`config.mk`:
```
export PLATFORM = sky130hd
export DESIGN_NAME = uart_rx_fifo
export DESIGN_NICKNAME = d
export VERILOG_FILES = /design/src/rtl/uart_pkg.sv /design/src/rtl/sync_fifo.sv /design/src/rtl/uart_rx_fifo.sv
export SDC_FILE = /design/constraint.sdc
export NUM_CORES = 1
export LEC_CHECK = 0
export BUFFER_PORTS_ARGS = -buffer_cell sky130_fd_sc_hd__buf_2
export CAP_MARGIN = 0
export CORE_ASPECT_RATIO = 0.7
export CORE_MARGIN = 5
export CORE_UTILIZATION = 60
export DETAILED_ROUTE_END_ITERATION = 8
export PLACE_DENSITY_LB_ADDON = 0.05
export SKIP_CTS_REPAIR_TIMING = 1
export SLEW_MARGIN = 20
export SYNTH_ARGS = -nofsm -noshare
export SYNTH_HDL_FRONTEND = slang
export SYNTH_SLANG_ARGS = --single-unit
```
`constraint.sdc`:
```
create_clock -name clk -period 4.15 [get_ports clk]
set_input_delay 0.2075 -clock clk [delete_from_list [all_inputs] [get_ports clk]]
set_output_delay 0.2075 -clock clk [all_outputs]
set_load 0.02 [all_outputs]
```
`src/rtl/uart_pkg.sv`:
```
// Shared UART definitions: parity modes, receiver state encoding and the
// baud divider helper used by both the receiver and the transmitter.
package uart_pkg;

   localparam int PAR_NONE = 0;
   localparam int PAR_ODD  = 1;
   localparam int PAR_EVEN = 2;

   typedef enum logic [2:0] {
      ST_IDLE  = 3'd0,
      ST_START = 3'd1,
      ST_DATA  = 3'd2,
      ST_PAR   = 3'd3,
      ST_STOP  = 3'd4,
      ST_BRK   = 3'd5
   } rx_state_t;

   // Rounded to nearest, so 12 MHz / 115200 yields 104.
   function automatic int baud_div(input int clk_hz, input int baud);
      return (clk_hz + baud / 2) / baud;
   endfunction

endpackage

```
`src/rtl/sync_fifo.sv`:
```
// First-word-fall-through FIFO; a push into a full FIFO is accepted only when
// a pop happens in the same cycle, otherwise it is dropped and o_drop is raised.
module sync_fifo #(
   parameter int WIDTH = 8,
   parameter int DEPTH = 16
) (
   input  logic                     clk,
   input  logic                     rst,
   input  logic                     i_push,
   input  logic [WIDTH-1:0]         i_push_data,
   input  logic                     i_pop,
   output logic [WIDTH-1:0]         o_rd_data,
   output logic                     o_empty,
   output logic                     o_full,
   output logic [$clog2(DEPTH):0]   o_count,
   output logic                     o_drop
);

   localparam int AW = $clog2(DEPTH);
   localparam logic [AW:0] FULL_CNT = DEPTH[AW:0];

   logic [WIDTH-1:0] r_mem [DEPTH];
   logic [AW-1:0]    r_wr_ptr;
   logic [AW-1:0]    r_rd_ptr;
   logic [AW:0]      r_count;
   logic             w_do_push;
   logic             w_do_pop;

   assign o_empty   = (r_count == '0);
   assign o_full    = (r_count == FULL_CNT);
   assign o_count   = r_count;
   assign o_rd_data = r_mem[r_rd_ptr];

   assign w_do_pop  = i_pop && !o_empty;
   assign w_do_push = i_push && (!o_full || i_pop);
   assign o_drop    = i_push && !w_do_push;

   always_ff @(posedge clk) begin
      if (rst) begin
         r_wr_ptr <= '0;
         r_rd_ptr <= '0;
         r_count  <= '0;
      end else begin
         if (w_do_push) r_wr_ptr <= r_wr_ptr + 1'b1;
         if (w_do_pop)  r_rd_ptr <= r_rd_ptr + 1'b1;
         if (w_do_push && !w_do_pop)
            r_count <= r_count + 1'b1;
         else if (w_do_pop && !w_do_push)
            r_count <= r_count - 1'b1;
      end
   end

   always_ff @(posedge clk) begin
      if (w_do_push) r_mem[r_wr_ptr] <= i_push_data;
   end

endmodule

```
`src/rtl/uart_rx_fifo.sv`:
```
// Oversampling UART receiver (LSB first, optional parity, one stop bit) that
// queues good bytes in a sync_fifo and flags frame/parity/overflow errors.
module uart_rx_fifo
   import uart_pkg::*;
#(
   parameter int CLKS_PER_BIT = 104,
   parameter int DATA_BITS    = 8,
   parameter int FIFO_DEPTH   = 16,
   parameter int PARITY       = 0
) (
   input  logic                          clk,
   input  logic                          rst,
   input  logic                          rx_in,
   input  logic                          rd_en,
   output logic [DATA_BITS-1:0]          rd_data,
   output logic                          empty,
   output logic                          full,
   output logic [$clog2(FIFO_DEPTH):0]   count,
   output logic                          frame_err,
   output logic                          parity_err,
   output logic                          overflow,
   output rx_state_t                     dbg_state
);

   localparam int TW = $clog2(CLKS_PER_BIT);
   localparam int BW = $clog2(DATA_BITS);
   localparam logic [TW-1:0] HALF_M1  = TW'(CLKS_PER_BIT / 2 - 1);
   localparam logic [TW-1:0] BIT_M1   = TW'(CLKS_PER_BIT - 1);
   localparam logic [BW-1:0] LAST_BIT = BW'(DATA_BITS - 1);

   rx_state_t            r_state;
   rx_state_t            w_state_nxt;
   logic [1:0]           r_sync;
   logic [1:0]           r_warm;
   logic                 r_armed;
   logic [TW-1:0]        r_tick;
   logic [BW-1:0]        r_bit_cnt;
   logic [DATA_BITS-1:0] r_shift;
   logic                 r_par_ok;
   logic                 r_frame_err;
   logic                 r_parity_err;
   logic                 r_overflow;
   logic                 w_rx_s;
   logic                 w_sample;
   logic                 w_push;
   logic                 w_fe;
   logic                 w_pe;
   logic                 w_drop;

   assign w_rx_s     = r_sync[1];
   assign w_sample   = (r_state == ST_START) ? (r_tick == HALF_M1) : (r_tick == BIT_M1);
   assign dbg_state  = r_state;
   assign frame_err  = r_frame_err;
   assign parity_err = r_parity_err;
   assign overflow   = r_overflow;

   always_ff @(posedge clk) begin
      if (rst) r_state <= ST_IDLE;
      else     r_state <= w_state_nxt;
   end

   always_comb begin
      w_state_nxt = r_state;
      w_push      = 1'b0;
      w_fe        = 1'b0;
      w_pe        = 1'b0;
      unique case (r_state)
         ST_IDLE:  if (r_armed && !w_rx_s) w_state_nxt = ST_START;
         ST_START: if (w_sample) w_state_nxt = w_rx_s ? ST_IDLE : ST_DATA;
         ST_DATA:  if (w_sample && (r_bit_cnt == LAST_BIT))
                      w_state_nxt = (PARITY != PAR_NONE) ? ST_PAR : ST_STOP;
         ST_PAR:   if (w_sample) w_state_nxt = ST_STOP;
         ST_STOP:  if (w_sample) begin
                      if (w_rx_s) begin
                         w_state_nxt = ST_IDLE;
                         w_push      = r_par_ok;
                         w_pe        = !r_par_ok;
                      end else begin
                         w_state_nxt = ST_BRK;
                         w_fe        = 1'b1;
                      end
                   end
         ST_BRK:   if (w_rx_s) w_state_nxt = ST_IDLE;
         default:  w_state_nxt = ST_IDLE;
      endcase
   end

   // r_warm marks when the synchroniser holds real pin samples; a start is only
   // accepted after the line has been seen high, so a low line at reset is ignored.
   always_ff @(posedge clk) begin
      if (rst) begin
         r_sync       <= 2'b11;
         r_warm       <= 2'b00;
         r_armed      <= 1'b0;
         r_tick       <= '0;
         r_bit_cnt    <= '0;
         r_shift      <= '0;
         r_par_ok     <= 1'b1;
         r_frame_err  <= 1'b0;
         r_parity_err <= 1'b0;
         r_overflow   <= 1'b0;
      end else begin
         r_sync  <= {r_sync[0], rx_in};
         r_warm  <= {r_warm[0], 1'b1};
         r_armed <= r_armed || (r_warm[1] && w_rx_s);
         if ((r_state == ST_IDLE) || (r_state == ST_BRK) || w_sample)
            r_tick <= '0;
         else
            r_tick <= r_tick + 1'b1;
         if (r_state == ST_IDLE) begin
            r_bit_cnt <= '0;
            r_par_ok  <= 1'b1;
         end
         if ((r_state == ST_DATA) && w_sample) begin
            r_shift   <= {w_rx_s, r_shift[DATA_BITS-1:1]};
            r_bit_cnt <= r_bit_cnt + 1'b1;
         end
         if ((r_state == ST_PAR) && w_sample)
            r_par_ok <= (((^r_shift) ^ w_rx_s) == (PARITY == PAR_ODD));
         r_frame_err  <= w_fe;
         r_parity_err <= w_pe;
         r_overflow   <= w_drop;
      end
   end

   sync_fifo #(
      .WIDTH (DATA_BITS),
      .DEPTH (FIFO_DEPTH)
   ) u_fifo (
      .clk         (clk),
      .rst         (rst),
      .i_push      (w_push),
      .i_push_data (r_shift),
      .i_pop       (rd_en),
      .o_rd_data   (rd_data),
      .o_empty     (empty),
      .o_full      (full),
      .o_count     (count),
      .o_drop      (w_drop)
   );

endmodule
```
==> Word level (Yosys, flattened, before mapping) <==
Memory sizes are Yosys's and may differ from the RTL's. A register that Yosys moved wholly into a read port is not among the register bits.
Cells that the tools add are included.
{ "word_totals": {"register_bits": 43, "latch_bits": 0, "ram_bits": 128, "mem_bits_ro": 0, "out_inout_bits": 21, "mem_count": 1} }
{ "mem_list": {"columns": ["memory", "words", "width", "read_ports", "rd_clocked_by_memory_dff", "write_ports", "line", "rtl"], "rows": [
  ["u_fifo.r_mem", 16, 8, 1, 1, 1, "sync_fifo.sv:22", "logic [WIDTH-1:0] r_mem [DEPTH];"]
]} }
{ "classes": {"n_addsub": 6, "n_mul": 0, "div": 0, "order_cmp": 0, "n_eq_ne": 15, "shift": 0, "muxes": 25, "bitwise": 5, "reduce_logical": 30} }
{ "ops": {"columns": ["cell", "n"], "rows": [
  ["$mux 3", 9],
  ["$pmux 3 s6", 1],
  ["$ne 2x2->1 const B", 6],
  ["$logic_and 1x1->1", 10],
  ["$mux 1", 10],
  ["$mux 5", 2],
  ["$eq 3x3->1 const B", 3],
  ["$add 4x1->4 const B", 2],
  ["$mux 4", 2],
  ["$reduce_xor 8->1", 1],
  ["$add 7x1->7 const B", 1],
  ["$eq 7x6->1 const B", 1],
  ["$eq 7x7->1 const B", 1],
  ["$eq 3x2->1 const B", 2],
  ["$logic_not 1->1", 6],
  ["$reduce_and 6->1", 1],
  ["$reduce_bool 2->1", 3],
  ["$add 5x1->5 const B", 1],
  ["$eq 5x5->1 const B", 1],
  ["$logic_not 5->1", 1],
  ["$sub 5x1->5 const B", 1],
  ["$logic_or 1x1->1", 4],
  ["$not 1->1", 4],
  ["$reduce_or 4->1", 1],
  ["other kinds (7)", 7]
]} }

==> Longest topological paths before layout <==
{ "logic_depth": {"ltp_word": 9, "depth_mapped": 13} }

==> Hierarchy <==
A second synthesis with hierarchy kept.
{ "unflattened": {"hier_cells": 454, "area_unflattened_um2": 7126.8} }
{ "modules_own_cells": {"columns": ["mod", "instances", "cells_per_inst", "area_each_um2", "seq_area_each_um2"], "rows": [
  ["sync_fifo", 1, 313, 5779.3, 4184.0],
  ["uart_rx_fifo", 1, 141, 1347.5, 600.6]
]} }

==> Least setup slack after synthesis <==
Ideal clock, no wire load.
{ "synth_path": {"path_type": "reg2reg", "start": "reg r_state[2] (netlist: dbg_state[2])", "end": "reg u_fifo.r_count[4] (netlist: u_fifo.o_count[4])", "setup_time_ns": 0.070, "arrival_ns": 3.300, "required_time_ns": 4.080, "slack_ns": 0.779, "stages_incl_launch_ff": 14, "path_buffers": 2, "synth_period_minus_slack_ns": 3.371, "path_cell_list": "dfxtp_1 > clkbuf_1 > nor3b_2 > mux2_4 > nor4_4 > buf_6 > ha_1 > inv_1 > fa_1 > a21o_1 > a21oi_1 > xnor2_1 > or3_1 > a21oi_1"} }
{ "synth_between": {"elab_chain_cells": 8} }
{ "synth_rtl": {"columns": ["element", "line", "rtl"], "rows": [
  ["from (decl)", "uart_rx_fifo.sv:31", "rx_state_t r_state;"],
  ["from (signal assigned)", "uart_rx_fifo.sv:59", "else r_state <= w_state_nxt;"],
  ["$eq 3x1->1", "uart_rx_fifo.sv:51", "assign w_sample = (r_state == ST_START) ? (r_tick == HALF_M1) : (r_tick == BIT_M1);"],
  ["$mux 1", "uart_rx_fifo.sv:51", null],
  ["$mux 1", "uart_rx_fifo.sv:73", "ST_STOP: if (w_sample) begin"],
  ["$mux 1 (*)", "uart_rx_fifo.sv:67", "unique case (r_state)"],
  ["$logic_and 1x1->1 (*)", "sync_fifo.sv:35", "assign w_do_push = i_push && (!o_full || i_pop);"],
  ["via u_fifo.w_do_push", "sync_fifo.sv:26", "logic w_do_push;"],
  ["$logic_not 1->1", "sync_fifo.sv:48", "else if (w_do_pop && !w_do_push)"],
  ["$logic_and 1x1->1", "sync_fifo.sv:48", null],
  ["$reduce_bool 2->1 (no line)", null, null],
  ["to (signal assigned)", "sync_fifo.sv:47", "r_count <= r_count + 1'b1;"],
  ["to (signal assigned)", "sync_fifo.sv:49", "r_count <= r_count - 1'b1;"],
  ["to (decl)", "sync_fifo.sv:25", "logic [AW:0] r_count;"]
]} }
Mark *: on every way through the listed nets, which the timed path passes. The rest lies on a longest branch.
A chain may end at the register's enable or synchronous reset.

==> Worst setup path after layout <==
{ "layout_path": {"start": "reg r_state[0] (netlist: dbg_state[0])", "end": "reg u_fifo.r_count[4] (netlist: u_fifo.o_count[4])"} }
{ "layout_between": {"elab_chain_cells": 8} }
{ "layout_rtl": {"columns": ["element", "line"], "rows": [
  ["$eq 3x1->1", "uart_rx_fifo.sv:51"],
  ["$mux 1", "uart_rx_fifo.sv:51"],
  ["$mux 1", "uart_rx_fifo.sv:73"],
  ["$mux 1 (*)", "uart_rx_fifo.sv:67"],
  ["$logic_and 1x1->1 (*)", "sync_fifo.sv:35"],
  ["$logic_not 1->1", "sync_fifo.sv:48"],
  ["$logic_and 1x1->1", "sync_fifo.sv:48"],
  ["$reduce_bool 2->1 (no line)", null]
]} }
Every way passes the cells marked *; elsewhere a longest branch is shown, timed or not.

==> summary.txt <==
Run status
  – Outcome: completed

Setup path
  – WS Path Type: flip-flop to flip-flop
  – Top cell by count, worst path: a21oi_1
  – Startpoint types: flip-flop
  – Buf/Inv on CP: 2
  – Crit path largest cell delay: 0.47 ns
  – Setup crit start: dbg_state[0]$_SDFFE_PP0P_
  – Largest delay share family, worst path: simple AND/OR/NAND/NOR gates
  – Critical path endpoint category: flip-flop
  – Crit Path Max Fanout: 18
  – Critical path arrival: 3.68 ns
  – CP required: 4.50 ns
  – Worst r2r src: dbg_state[0]$_SDFFE_PP0P_
  – Worst-path cell chain: nor3b_2 > mux2_4 > nor4_4 > buf_4 > ha_1 > inv_1 > fa_1 > a21o_1 > a21oi_1 > xnor2_1 > or3_1 > a21oi_1
  – Critical-path top delay cell: dfxtp_1

Floorplanning
  – Die width: 140 µm
  – Initial Util: 60.8%
  – Core ar.: 0.0116 mm²
  – FP Rows: 33
  – Ports: 25
  – Die Y: 101 µm
  – Die area: 0.0141 mm²

Min path
  – HP Class: input pin to flip-flop
  – Hold Startpoint: rd_en

Power
  – Power per standard cell area: 560 mW/mm²
  – Sw frac: 26.3%
  – Flop pwr share: 44.6%
  – Overall Power: 4.44 mW
  – Clock share of power: 36.6%
  – Leak: 2.70 nW
  – Switching pwr: 1.17 mW
  – VDD IR-drop max: 550 µV
  – Gate power share: 18.8%
  – Internal power: 3.27 mW

Placement
  – Placed Area: 0.00732 mm²
  – Place WS: 0.867 ns
  – Post-DP HPWL: 8.66 mm
  – Final Wtd Congestion: 0.783
  – Count of port buffers added during placement: 24
  – Placed insts: 590

Synthesis
  – Predominant post-synthesis flop cell: edfxtp_1
  – FF+latch count, synth: 175
  – Main area contributors after synthesis: edfxtp_1, dfxtp_1, mux4_2
  – Yosys warns: 0
  – Mapped Cells: 425
  – Average size of a mapped cell: 16.6 µm²
  – Number of synthesized flops with an enable pin: 128
  – Yosys top cell by area: edfxtp_1
  – Post-synth top cells: edfxtp_1, dfxtp_1, mux4_2
  – Syn_nets: 442
  – Cell area after synthesis: 0.00706 mm²
  – Sequential area share after synthesis: 67.8%
  – Most common cell in the netlist: edfxtp_1
  – Post-synth cell types: 45
  – Post-synth ARST share: 0%
  – Post-synth top area share: 54.5%

Detailed routing
  – Post-DRT Antenna Nets: 0
  – Residual DRC: 0
  – Routed len/inst: 21.4 µm
  – Iteration-0 DRC Markers: 294
  – DRT Wirelength: 13.3 mm
  – TritonRoute pass-1 iters: 5
  – Via count: 3,609
  – Vias per inst: 5.80

STA
  – Final hold vios: 0
  – WHS: 0.104 ns
  – Final worst slack: 0.818 ns
  – Final worst path period share: 80.3%
  – Final setup fails: 0
  – Tmin final: 3.33 ns
  – Fin. max-slew vios: 0
  – Unrepaired setup endpoints after global routing: no
  – Clk_skew: 0.00960 ns
  – Setup TNS: 0 ns
  – Fmax: 0.300 GHz
  – Worst Tran Pin Value: 0.897 ns
  – Rel. slew slack: 40.1%

Cells and area
  – Finished Layout Cells: 622
  – Area grow syn2layout: 12.5%
  – Layout cells sized above 1: 23.9%
  – Nets@finish: 470
  – Post-layout instance area: 0.00794 mm²
  – Fin util: 68.4%
  – Diode count: 0

Global route
  – Number of global-route vias before repair: 3,497
  – Total global routing overflow: 0
  – GR Util All Layers: 20.4%
  – Initial antenna violation count: 0
  – Largest net degree at the start of global routing: 37
  – First-pass GRT wire length: 21.0 mm

Clock network
  – Worst-Skew Late Latency: 0.42 ns
  – Cts bufs inserted: 17
  – Clk buf depth: 2
  – CTS sink cnt: 175
  – TritonCTS clock tree: built
  – Clock-pin slew on the worst setup and hold paths: 0.07 ns
  – H-tree levels: 4
  – CTS root buf: clkbuf_16

Job
  – MaxCap Viol Count: 0
==> layout make-up <==
class                   count  area (µm²)
repair buffers             31         175
clock inverters            14         181
multi-input cells         216        2130
flip-flops and latches    175        4790
fillers                   788        3660
inverters                  12        45.0
clock buffers              17         425
well taps                 157         196
==> routing by layer <==
layer | wire length [µm] | share of wire, % | vias up | global-route usage (%)
met3 | 680 | 5.1 | 12 | 4.65
li1 | - | - | 1682 | -
met5 | 0 | 0 | - | 0
met2 | 5980 | 45 | 81 | 29.7
met4 | 92 | 0.69 | 0 | 6.03
met1 | 6540 | 49 | 1834 | 31.4
==> logic make-up after synthesis <==
logic type               Yosys count  synth area share (%)
flip-flops                       175                  67.8
multiplexers                      54                  14.8
adder cells (fa/ha/maj)           13                  2.41
AND/OR/NAND/NOR                  106                  8.01
buffers and inverters             34                  2.02
XOR/XNOR                          21                  2.80
AO/OA/AOI/OAI                     22                  2.13
==> power by group through the flow <==
stage                     sequential (mW)  combinational [mW]  clock [mW]
after floorplan                      1.99               0.652           0
after global placement               2.02               0.841           0
after detailed placement             2.03               0.839           0
after CTS                            1.99               0.845        1.65
after global routing                 2.00               0.909        1.73
final                                1.98               0.836        1.63
==> sequential cells by signal (all words and copies together), names as in the netlist, named ones only <==
name             flops
dbg_state            3
r_bit_cnt            3
r_armed              1
r_tick               7
u_fifo.r_rd_ptr      4
r_shift              8
parity_err           1
r_warm               2
u_fifo.r_mem       128
r_sync               2
r_par_ok             1
overflow             1
u_fifo.r_wr_ptr      4
u_fifo.o_count       5
frame_err            1
==> worst reg2reg max path, cell delays in order, from the launching register on <==
cell and delay, ns:
dfxtp_1 0.47, nor3b_2 0.31, mux2_4 0.36, nor4_4 0.25
buf_4 0.25, ha_1 0.21, inv_1 0.10, fa_1 0.41
a21o_1 0.20, a21oi_1 0.18, xnor2_1 0.09, or3_1 0.30
a21oi_1 0.14
==> path summary, 6_finish.rpt <==
path,end,slack [ns],cells after the start
worst max-delay path,u_fifo.o_count[4]$_SDFFE_PP0P_,0.82,12
worst max register to register,u_fifo.o_count[4]$_SDFFE_PP0P_,0.82,12
worst min-delay path,overflow$_SDFF_PP0_,0.10,3
worst min register to register,r_sync[1]$_SDFF_PP1_,0.42,1
==> cell usage in the layout, fill, tap and decap left out, types with 2 or more instances in the layout <==
cell type   synthesis  final
edfxtp_1          128    128
dfxtp_1            47     46
mux4_2             40     40
nor2_1             39     39
buf_2               6     24
clkbuf_16           0     17
nand2_1            15     15
and3_1             15     15
xnor2_1            13     13
inv_1              12     12
mux2i_1            12     12
ha_1               12     12
a21oi_1             9      9
xor2_1              7      7
buf_4               0      6
nor3_1              5      5
or3_1               5      5
a21o_1              5      5
nand3_1             4      4
nand4_1             4      4
nand3b_1            3      3
nor2b_1             3      3
clkinvlp_4          0      3
bufinv_16           0      3
clkinv_4            0      3
inv_6               0      3
or2_2               2      2
nor3b_1             2      2
a31oi_1             2      2
(Power assumes the default switching activity.)
